<file path="src/rtl/uart_pkg.sv">
// Shared definitions for the UART receive path.
//   uart_rx_state_e : receiver FSM states
//   UART_DATA_BITS  : payload bits per frame (8N1 framing)
package uart_pkg;

  typedef enum logic [2:0] {
    IDLE     = 3'd0,
    START    = 3'd1,
    DATA     = 3'd2,
    STOP     = 3'd3,
    ERR_WAIT = 3'd4
  } uart_rx_state_e;

  localparam int unsigned UART_DATA_BITS = 8;

endpackage

</file>
<file path="src/rtl/uart_rx_sync.sv">
// Two-flop synchronizer for an asynchronous single-bit input.
//   clk_i  : destination clock
//   rst_ni : asynchronous active-low reset; both flops load RST_VAL
//   i_d    : asynchronous input
//   o_q    : synchronized output, two cycles behind i_d
module uart_rx_sync #(
  parameter logic RST_VAL = 1'b1
) (
  input  logic clk_i,
  input  logic rst_ni,
  input  logic i_d,
  output logic o_q
);

  logic r_meta;
  logic r_sync;

  always_ff @(posedge clk_i or negedge rst_ni) begin
    if (!rst_ni) begin
      r_meta <= RST_VAL;
      r_sync <= RST_VAL;
    end else begin
      r_meta <= i_d;
      r_sync <= r_meta;
    end
  end

  assign o_q = r_sync;

endmodule

</file>
<file path="src/rtl/uart_rx.sv">
// 8N1 UART receiver feeding the ICCM program loader.
//   clk_i       : system clock
//   rst_ni      : asynchronous active-low reset
//   rx_i        : asynchronous serial line, idle high
//   rx_dv_o     : one-cycle strobe, rx_byte_o holds a freshly received byte
//   rx_byte_o   : last correctly framed byte (LSB received first), held
//   frame_err_o : one-cycle strobe, stop bit was sampled low
//   busy_o      : receiver is not idle
module uart_rx
  import uart_pkg::*;
#(
  parameter int unsigned CLKS_PER_BIT = 87,
  parameter int unsigned CNT_W        = $clog2(CLKS_PER_BIT)
) (
  input  logic       clk_i,
  input  logic       rst_ni,
  input  logic       rx_i,
  output logic       rx_dv_o,
  output logic [7:0] rx_byte_o,
  output logic       frame_err_o,
  output logic       busy_o
);

  localparam int unsigned       HALF     = (CLKS_PER_BIT - 1) / 2;
  localparam logic [CNT_W-1:0]  CNT_HALF = CNT_W'(HALF);
  localparam logic [CNT_W-1:0]  CNT_LAST = CNT_W'(CLKS_PER_BIT - 1);
  localparam int unsigned       IDX_W    = $clog2(UART_DATA_BITS);
  localparam logic [IDX_W-1:0]  IDX_LAST = IDX_W'(UART_DATA_BITS - 1);

  logic                      w_rx_s;
  uart_rx_state_e            r_state;
  logic [CNT_W-1:0]          r_cnt;
  logic [IDX_W-1:0]          r_bit_idx;
  logic [UART_DATA_BITS-1:0] r_shift;
  logic [7:0]                r_byte;
  logic                      r_dv;
  logic                      r_ferr;

  // Synchronizer resets to idle-high so reset release never looks like a start bit.
  uart_rx_sync #(.RST_VAL(1'b1)) u_sync (
    .clk_i  (clk_i),
    .rst_ni (rst_ni),
    .i_d    (rx_i),
    .o_q    (w_rx_s)
  );

  always_ff @(posedge clk_i or negedge rst_ni) begin
    if (!rst_ni) begin
      r_state   <= IDLE;
      r_cnt     <= '0;
      r_bit_idx <= '0;
      r_shift   <= '0;
      r_byte    <= 8'h00;
      r_dv      <= 1'b0;
      r_ferr    <= 1'b0;
    end else begin
      r_dv   <= 1'b0;
      r_ferr <= 1'b0;
      unique case (r_state)
        IDLE: begin
          r_cnt     <= '0;
          r_bit_idx <= '0;
          if (!w_rx_s) r_state <= START;
        end

        // Mid-bit re-check rejects line glitches shorter than half a bit.
        START: begin
          if (r_cnt == CNT_HALF) begin
            r_cnt   <= '0;
            r_state <= w_rx_s ? IDLE : DATA;
          end else begin
            r_cnt <= r_cnt + 1'b1;
          end
        end

        // Sampling points stay at mid-bit because START ended at mid-bit.
        DATA: begin
          if (r_cnt == CNT_LAST) begin
            r_cnt   <= '0;
            r_shift <= {w_rx_s, r_shift[UART_DATA_BITS-1:1]};
            if (r_bit_idx == IDX_LAST) begin
              r_bit_idx <= '0;
              r_state   <= STOP;
            end else begin
              r_bit_idx <= r_bit_idx + 1'b1;
            end
          end else begin
            r_cnt <= r_cnt + 1'b1;
          end
        end

        // The output byte only moves on a good stop bit, so the loader can
        // read it any time before the next frame completes.
        STOP: begin
          if (r_cnt == CNT_LAST) begin
            r_cnt <= '0;
            if (w_rx_s) begin
              r_dv    <= 1'b1;
              r_byte  <= r_shift;
              r_state <= IDLE;
            end else begin
              r_ferr  <= 1'b1;
              r_state <= ERR_WAIT;
            end
          end else begin
            r_cnt <= r_cnt + 1'b1;
          end
        end

        // Held-low line (break): wait for idle before looking for a start bit.
        ERR_WAIT: begin
          r_cnt <= '0;
          if (w_rx_s) r_state <= IDLE;
        end

        default: begin
          r_cnt   <= '0;
          r_state <= IDLE;
        end
      endcase
    end
  end

  assign rx_dv_o     = r_dv;
  assign frame_err_o = r_ferr;
  assign rx_byte_o   = r_byte;
  assign busy_o      = (r_state != IDLE);

endmodule

</file>
<file path="config.mk">
export PLATFORM = sky130hd
export DESIGN_NAME = uart_rx
export DESIGN_NICKNAME = d
export VERILOG_FILES = /design/src/rtl/uart_pkg.sv /design/src/rtl/uart_rx_sync.sv /design/src/rtl/uart_rx.sv
export SDC_FILE = /design/constraint.sdc
export NUM_CORES = 1
export LEC_CHECK = 0
export BUFFER_PORTS_ARGS = -buffer_cell sky130_fd_sc_hd__buf_2
export CORE_MARGIN = 4
export CORE_UTILIZATION = 30
export CTS_CLUSTER_SIZE = 14
export DETAILED_ROUTE_END_ITERATION = 12
export GPL_ROUTABILITY_DRIVEN = 0
export PLACE_DENSITY = 0.47
export SYNTH_ARGS = -nofsm -noshare
export SYNTH_HDL_FRONTEND = slang
export SYNTH_HIERARCHICAL = 1
export SYNTH_SLANG_ARGS = --single-unit
</file>
<file path="constraint.sdc">
create_clock -name clk_i -period 1.57 [get_ports clk_i]
set_input_delay 0.2355 -clock clk_i [delete_from_list [all_inputs] [get_ports clk_i]]
set_output_delay 0.2355 -clock clk_i [all_outputs]
set_load 0.005 [all_outputs]
</file>
== Word level (Yosys, flattened, before mapping) ==
Cells that the tools add are included.

* Add/sub/neg operators: 2
* Equality and inequality tests: 13
* Muxes and demuxes: 21
* Reduce and logical (&&, ||, !) cells: 8

{| class="wikitable"
|+ Operator list
! cell !! count
|-
| two-way mux 3 bit || 9
|-
| one-hot mux 3 bit (5 select lines) || 1
|-
| two-way mux 7 bit || 2
|-
| one-hot mux 7 bit (2 select lines) || 1
|-
| inequality test 2 bit, second input constant || 5
|-
| adder 7 x 1 -> 7 bit, second input constant || 1
|-
| == test 7 x 6 -> 1 bit, second input constant || 1
|-
| == test 7 bit, second input constant || 1
|-
| == test 3 x 2 -> 1 bit, second input constant || 2
|-
| == test 3 bit, second input constant || 2
|-
| two-way mux 1 bit || 6
|-
| one-hot mux 3 bit (2 select lines) || 1
|-
| AND reduction 6 bit || 1
|-
| AND reduction 2 bit || 2
|-
| adder 3 x 1 -> 3 bit, second input constant || 1
|-
| == test 3 x 1 -> 1 bit, second input constant || 1
|-
| logical NOT 3 bit || 1
|-
| AND reduction 3 bit || 1
|-
| nonzero test 3 bit || 1
|-
| two-way mux 2 bit || 1
|-
| inequality test 2 x 1 -> 1 bit, second input constant || 1
|-
| nonzero test 2 bit || 1
|-
| OR reduction 2 bit || 1
|}

* Flip-flop bits (word level): 33
* Input bits: 3
* Output and inout bits: 11
* Word-level logic and storage cells: 53

== Logic depth before layout (Yosys ltp) ==
Gate-level depths: netlist (run 1).

* Word-level depth: 4
* Depth in mapped cells: 6
* Mapped depth without buffers: 5

== Hierarchy ==
Netlist (run 1), hierarchy kept.

{| class="wikitable"
|+ By module, submodules not included
! module !! times used !! cells each !! area an instance (sq um)
|-
| uart_rx || 1 || 120 || 1,453.9
|-
| uart_rx_sync || 1 || 2 || 52.6
|}

== Worst setup path before layout (run 1) ==
No wires, ideal clock.

* Path kind: reg2reg
* Start: register r_cnt[0]
* End: register r_bit_idx[2]
* Setup time: 0.126 ns
* Arrival: 1.416 ns
* Required time: 1.444 ns
* Setup slack: 0.028 ns
* Stages on the path, launching flop included: 7
* Period minus slack after synthesis: 1.542 ns
* Cells stage by stage: dfrtp_1 inv_1 ha_1 and4b_1 buf_6 and3_1 a311o_1

* Longest elaborated chain between the ends: 3

{| class="wikitable"
|+ RTL lines
! what !! RTL line !! source
|-
| from (decl) || uart_rx.sv:32 || <nowiki>logic [CNT_W-1:0] r_cnt;</nowiki>
|-
| from (signal assigned) || uart_rx.sv:72 || <nowiki>r_cnt <= r_cnt + 1'b1;</nowiki>
|-
| from (signal assigned) || uart_rx.sv:88 || <nowiki>r_cnt <= r_cnt + 1'b1;</nowiki>
|-
| from (signal assigned) || uart_rx.sv:106 || <nowiki>r_cnt <= r_cnt + 1'b1;</nowiki>
|-
| == test 7 bit || uart_rx.sv:78 || <nowiki>if (r_cnt == CNT_LAST) begin</nowiki>
|-
| inequality test 2 bit (no line) || - ||
|-
| AND reduction 2 bit (no line) || - ||
|-
| to (signal assigned) || uart_rx.sv:85 || <nowiki>r_bit_idx <= r_bit_idx + 1'b1;</nowiki>
|-
| to (decl) || uart_rx.sv:33 || <nowiki>logic [IDX_W-1:0] r_bit_idx;</nowiki>
|}

Every way passes these cells.
A chain may end at the register's enable or synchronous reset.

== Worst setup path in the final report (run 1) ==
* Start: register r_cnt[0]
* End: register r_shift[2]

* Longest elaborated chain between the ends: 2

{| class="wikitable"
|+ RTL lines
! what !! RTL line !! source
|-
| == test 7 bit || uart_rx.sv:78 ||
|-
| AND reduction 2 bit (no line) || - ||
|-
| to (signal assigned) || uart_rx.sv:80 || <nowiki>r_shift <= {w_rx_s, r_shift[UART_DATA_BITS-1:1]};</nowiki>
|-
| to (decl) || uart_rx.sv:34 || <nowiki>logic [UART_DATA_BITS-1:0] r_shift;</nowiki>
|}

Every way passes these cells.

==> impl_metrics.py, run 1 <==
metrics = {
    "run_status": {
        "outcome": "finished clean",
    },
    "critical_path": {
        "startpoint": "r_cnt[0]",
        "crit_type": "reg -> reg",
        "cp_data_arrival_time_ps": 1710,
        "end_kind": "flip-flop",
        "worst_path_largest_cell_delay_ps": 390,
        "cp_slowest_cell": "dfrtp_1",
        "path_max_fanout": 8,
        "rr_startpoint": "r_cnt[0]",
        "rrSetupSlack_ps": 30,
        "rr_endpoint": "r_shift[2]",
        "crit_path_start_kind": "flip-flop",
        "worstSetupPathDepth": 5,
        "crit_chain": "inv_2 -> ha_4 -> and4b_2 -> nand4_4 -> mux2_4",
        "critPathRequiredTime_ps": 1740,
        "path_buf_inv": 1,
        "worstSetupEndpoint": "r_shift[2]",
        "reg2reg_depth": 5,
        "path_delay_family": "simple AND/OR/NAND/NOR gates",
    },
    "timing": {
        "tightest_slew_ps": 412,
        "timing.fmax_ghz": 0.650,
        "hold_violations": 0,
        "setup_viol": 0,
        "final-max-slew-violation-count": 0,
        "period_share_pct": 98.1,
        "period_needed_ps": 1540,
        "fin_worst_skew_ps": 7.54,
        "maxSlewHeadroom_pct": 72.6,
        "rsz0062_at_grt": "yes",
        "fin_tns_setup_ps": 0,
    },
    "floorplanning": {
        "die_y_um": 78.9,
        "die_w_um": 78.9,
        "core_mm2": 0.00479,
        "start_util_pct": 31.5,
        "ioPinCount": 14,
        "num_rows": 25,
        "die-area_mm2": 0.00622,
    },
    "placement": {
        "io_buffer_count": 13,
        "place_hpwl_um": 2190,
        "placed_area_mm2": 0.00176,
    },
    "global_route": {
        "overflow": 0,
        "antenna_found_initial": 0,
        "grt_pass1_wl_um": 5290,
        "grt_max_degree": 19,
        "grt_use_met2_pct": 17.6,
        "grt_pass1_vias": 1121,
        "globalRouteMet1Util_pct": 13.2,
        "grt-busiest-layer": "met2",
        "grt_use_total_pct": 10.8,
        "grt_use_met3_pct": 2.49,
    },
    "yosys": {
        "synthCells": 122,
        "yosysSeqAreaShare_pct": 55.0,
        "synth.distinct_cells": 37,
        "yosysWarningCount": 6,
        "syn_nets": 129,
        "netlist.top_cell.by_area": "dfrtp_1",
        "synth.area.top_cells": "dfrtp_1, mux2_2, dfstp_2",
        "syn_area_per_cell_um2": 12.3,
        "synth_ff_type": "dfrtp_1",
        "synth_top_area_share_pct": 51.5,
        "ys_ff_latch": 33,
        "ys_async_sr_fraction_pct": 100,
        "synth_edf_count": 0,
        "syn_area_mm2": 0.00151,
    },
    "route": {
        "wl_um": 2950,
        "ant_nets": 0,
        "drtIter0Drc": 62,
        "drc": 0,
        "viasPerCell": 4.72,
        "dr.pass1.iters": 4,
        "via_count": 1057,
        "wl_per_cell_um": 13.2,
    },
    "pwr": {
        "p_total_w": 0.00196,
        "ir_drop_mv": 0.390,
        "p_leak_nw": 0.956,
        "cellPowerDensity_mw_per_mm2": 1020,
    },
    "cts": {
        "cts_setup_buffers": 0,
        "root_buffer": "clkbuf_8",
        "htree_levels": 2,
        "cts_buffers": 5,
        "cts.path.max_buffers": 2,
        "insertion_delay_ps": 280,
        "cts_tree": "yes",
        "clkTransAtPathRegs_ps": 70,
        "clkSinkCount": 33,
    },
    "cells_and_area": {
        "n_antenna_cell": 0,
        "nets": 163,
        "stdcell_area_mm2": 0.00193,
        "layout-area-overhead-vs-synth_pct": 27.8,
        "drive_gt1_share_pct": 39.5,
    },
    "hold_path": {
        "min_path_cells": 1,
        "hp-class": "in -> reg",
    },
    "job": {
        "maxCapViolCount": 0,
    },
}
[cell usage after synthesis, drive strengths merged, types with 2 or more instances]
library cell  count
dfrtp            31
mux2             16
a21oi             8
nand2             6
nand3             6
nor2              5
o21ai             5
ha                4
nand4             4
inv               3
nor2b             3
a22oi             2
a311o             2
buf               2
dfstp             2
nand2b            2
o211ai            2
or3               2
xor2              2
[what timing repair did]
item,in CTS,in global routing
endpoints found under the setup margin,18,18
hold endpoints to repair,16,0
pin swaps,1,1
gates resized for setup,1,5
hold buffers,1,0
[report_power, final]
part | switching (W) | leakage, nW | internal [W]
Clock | 0.000312 | 0.0681 | 0.000630
Combinational | 0.0000733 | 0.440 | 0.0000621
Sequential | 0.0000176 | 0.448 | 0.000867
Total | 0.000403 | 0.956 | 0.00156
[worst min-delay path by stage]
| stage | to | slack [ps] | start |
|---|---|---|---|
| 2_1_floorplan | frame_err_o | -60 | rst_ni |
| 3_3_place_gp | r_cnt[4] | 200 | rst_ni |
| 3_5_place_dp | r_cnt[4] | 200 | rst_ni |
| 4_1_cts | u_sync/r_meta | 40 | rx_i |
| 5_1_grt | u_sync/r_meta | 50 | rx_i |
| 6_report | u_sync/r_meta | 50 | rx_i |
[layer usage]
metal | wire length [um] | vias to the layer above
met5 | 0 | -
li1 | - | 516
met1 | 1340 | 526
met3 | 70 | 5
met4 | 66 | 0
met2 | 1470 | 10
[logic make-up after synthesis]
family                   synth area share [%]
AND/OR/NAND/NOR                          16.3
flip-flops                               55.0
AO/OA/AOI/OAI                            9.63
multiplexers                             12.0
buffers and inverters                    2.08
adder cells (fa/ha/maj)                  3.32
XOR/XNOR                                 1.74
[registers in the layout, indices dropped and copies added, names as in the netlist]
register	flops
r_cnt	7
r_bit_idx	3
rx_dv_o	1
r_shift	8
u_sync/o_q	1
r_state	3
u_sync/r_meta	1
frame_err_o	1
rx_byte_o	8
[cells in the final DEF (no fill, tap or decap), types with 4 or more instances in the layout]
cell | Yosys | final
nand3_1 | 6 | 6
buf_4 | 0 | 16
mux2_2 | 16 | 15
clkbuf_8 | 0 | 5
nor2_1 | 5 | 5
a21oi_1 | 8 | 8
nand2_1 | 6 | 6
buf_2 | 1 | 13
o21ai_0 | 4 | 4
dfrtp_1 | 31 | 31
[metrics by stage]
step	setup slack (ps)	cells	hold slack, ps	util, %
after floorplan	27.9	122	-60.1	-
after global placement	-19.5	215	195	36.7
after detailed placement	-59.6	215	198	36.7
after CTS	8.03	224	35.5	39.7
after global routing	-38.2	224	46.6	40.2
final	30.4	224	51.7	40.2
[area by class of cell]
type                    count  area, um^2
clock buffers               5        68.8
clock inverters             3        65.1
fillers                   471        2860
inverters                   3        11.3
multi-input cells          83         673
flip-flops and latches     33         828
well taps                  67        83.8
repair buffers             30         195
Power figures use the tool's default switching activity.
==> run 2, diff against run 1 <==
--- a/config.mk
+++ b/config.mk
@@ -9,3 +9,3 @@
 export CORE_MARGIN = 4
-export CORE_UTILIZATION = 30
+export CORE_UTILIZATION = 31
 export CTS_CLUSTER_SIZE = 14
@@ -13,3 +13,3 @@
 export GPL_ROUTABILITY_DRIVEN = 0
-export PLACE_DENSITY = 0.47
+export PLACE_DENSITY = 0.48
 export SYNTH_ARGS = -nofsm -noshare
--- a/constraint.sdc
+++ b/constraint.sdc
@@ -3,2 +3,2 @@
 set_output_delay 0.2355 -clock clk_i [all_outputs]
-set_load 0.005 [all_outputs]
+set_load 0.05 [all_outputs]
==> impl_metrics.py, run 2 (synthesized netlist as in run 1, its figures left out) <==
metrics = {
    "run_status": {
        "outcome": "finished clean",
    },
    "timing": {
        "final-max-slew-violation-count": 0,
        "tightest_slew_ps": 464,
        "fin_tns_setup_ps": 0,
        "maxSlewHeadroom_pct": 69.0,
        "period_needed_ps": 1540,
        "fin_worst_skew_ps": 7.86,
        "setup_viol": 0,
        "rsz0062_at_grt": "yes",
        "period_share_pct": 98.1,
        "hold_violations": 0,
        "timing.fmax_ghz": 0.649,
    },
    "cts": {
        "htree_levels": 2,
        "insertion_delay_ps": 280,
        "clkSinkCount": 33,
        "cts.path.max_buffers": 2,
        "cts_buffers": 5,
        "root_buffer": "clkbuf_8",
        "clkTransAtPathRegs_ps": 80,
        "cts_tree": "yes",
    },
    "critical_path": {
        "worst_path_largest_cell_delay_ps": 410,
        "crit_chain": "ha_1 -> and4b_2 -> and3_1 -> a311o_1",
        "rr_startpoint": "r_cnt[1]",
        "end_kind": "flip-flop",
        "startpoint": "r_cnt[1]",
        "cp_data_arrival_time_ps": 1700,
        "crit_type": "reg -> reg",
        "crit_path_start_kind": "flip-flop",
        "path_buf_inv": 0,
        "path_delay_family": "simple AND/OR/NAND/NOR gates",
        "critPathRequiredTime_ps": 1720,
        "path_max_fanout": 4,
        "cp_slowest_cell": "dfrtp_1",
    },
    "global_route": {
        "grt_pass1_vias": 1058,
        "antenna_found_initial": 0,
        "grt_max_degree": 19,
        "grt_pass1_wl_um": 5290,
        "grt_use_total_pct": 11.1,
        "overflow": 0,
    },
    "pwr": {
        "p_total_w": 0.00186,
        "p_leak_nw": 0.940,
        "ir_drop_mv": 0.483,
        "cellPowerDensity_mw_per_mm2": 981,
    },
    "cells_and_area": {
        "layout-area-overhead-vs-synth_pct": 26.1,
        "layout_common_cells": "dfrtp_1, mux2_2, buf_4",
        "fill_cells": 467,
        "drive_gt1_share_pct": 38.5,
        "nets": 162,
        "final_common_cell": "dfrtp_1",
        "stdcell_area_mm2": 0.00190,
        "n_antenna_cell": 0,
    },
    "route": {
        "drc": 0,
        "wl_met3_um": 91,
        "wl_per_cell_um": 13.4,
        "drtIter0Drc": 56,
        "met1_length_um": 1460,
        "highest_layer": "met4",
        "dr.pass1.iters": 4,
        "dr_wl_met2_um": 1420,
        "via_count": 1070,
        "ant_nets": 0,
        "viasPerCell": 4.80,
        "wl_um": 2980,
    },
    "placement": {
        "placed_area_mm2": 0.00175,
        "io_buffer_count": 13,
        "place_hpwl_um": 2160,
    },
    "floorplanning": {
        "num_rows": 25,
        "die-area_mm2": 0.00604,
        "core_mm2": 0.00472,
        "die_y_um": 77.7,
        "start_util_pct": 31.9,
        "ioPinCount": 14,
        "die_w_um": 77.7,
    },
    "job": {
        "maxCapViolCount": 0,
    },
    "hold_path": {
        "hp-class": "in -> reg",
        "hold_start": "rx_i",
    },
}
==> run 2: path summary, 6_finish.rpt <==
| check | cells after the start | slack (ps) | to |
|---|---|---|---|
| max in group asynchronous | 3 | 600 | u_sync/r_meta |
| min reg2reg | 0 | 360 | u_sync/o_q |
| max reg2reg | 4 | 30 | r_bit_idx[1] |
| min in group asynchronous | 2 | 440 | r_state[0] |
| min | 1 | 50 | u_sync/r_meta |
| max | 4 | 30 | r_bit_idx[1] |
==> run 2: metrics by stage <==
step | hold WS, ps | cells | setup WS (ps) | utilization (%)
after global placement | 210 | 213 | -9.18 | 37.1
after global routing | 33.2 | 223 | -47.4 | 40.2
final | 53.4 | 223 | 29.3 | 40.2
after CTS | 40.3 | 222 | 6.81 | 39.9
after detailed placement | 217 | 213 | -40.8 | 37.1
after floorplan | -60.1 | 122 | 27.9 | -
==> run 2: report_power, final <==
part           switching (W)  internal [W]  total (W)
Combinational      0.0000805     0.0000593   0.000140
Sequential         0.0000163      0.000867   0.000883
Clock               0.000323      0.000516   0.000840
==> run 2: cell type report <==
cell class / instances / area, um^2 / share of cell area (%)
inverters: 3 / 11.3 / 0.593
well taps: 67 / 83.8 / 4.41
repair buffers: 29 / 206 / 10.9
clock inverters: 2 / 37.5 / 1.98
flip-flops and latches: 33 / 830 / 43.7
clock buffers: 6 / 82.6 / 4.35
multi-input cells: 83 / 648 / 34.1
==> run 2: routing by layer <==
metal  global-route usage, %  vias to the layer above
met5                       0                        -
met4                    3.20                        0
met3                    3.71                        2
met2                    17.1                       16
met1                    14.8                      539
li1                        -                      513
==> run 2: repair_timing <==
| action | CTS | global route |
|---|---|---|
| hold endpoints to repair | 17 | 0 |
| setup endpoints to repair | 18 | 20 |
| resized for setup | 1 | 4 |
| buffers inserted | 0 | 1 |
| gates cloned | 0 | 0 |
| pin swaps | 0 | 1 |
| hold buffers | 1 | 0 |
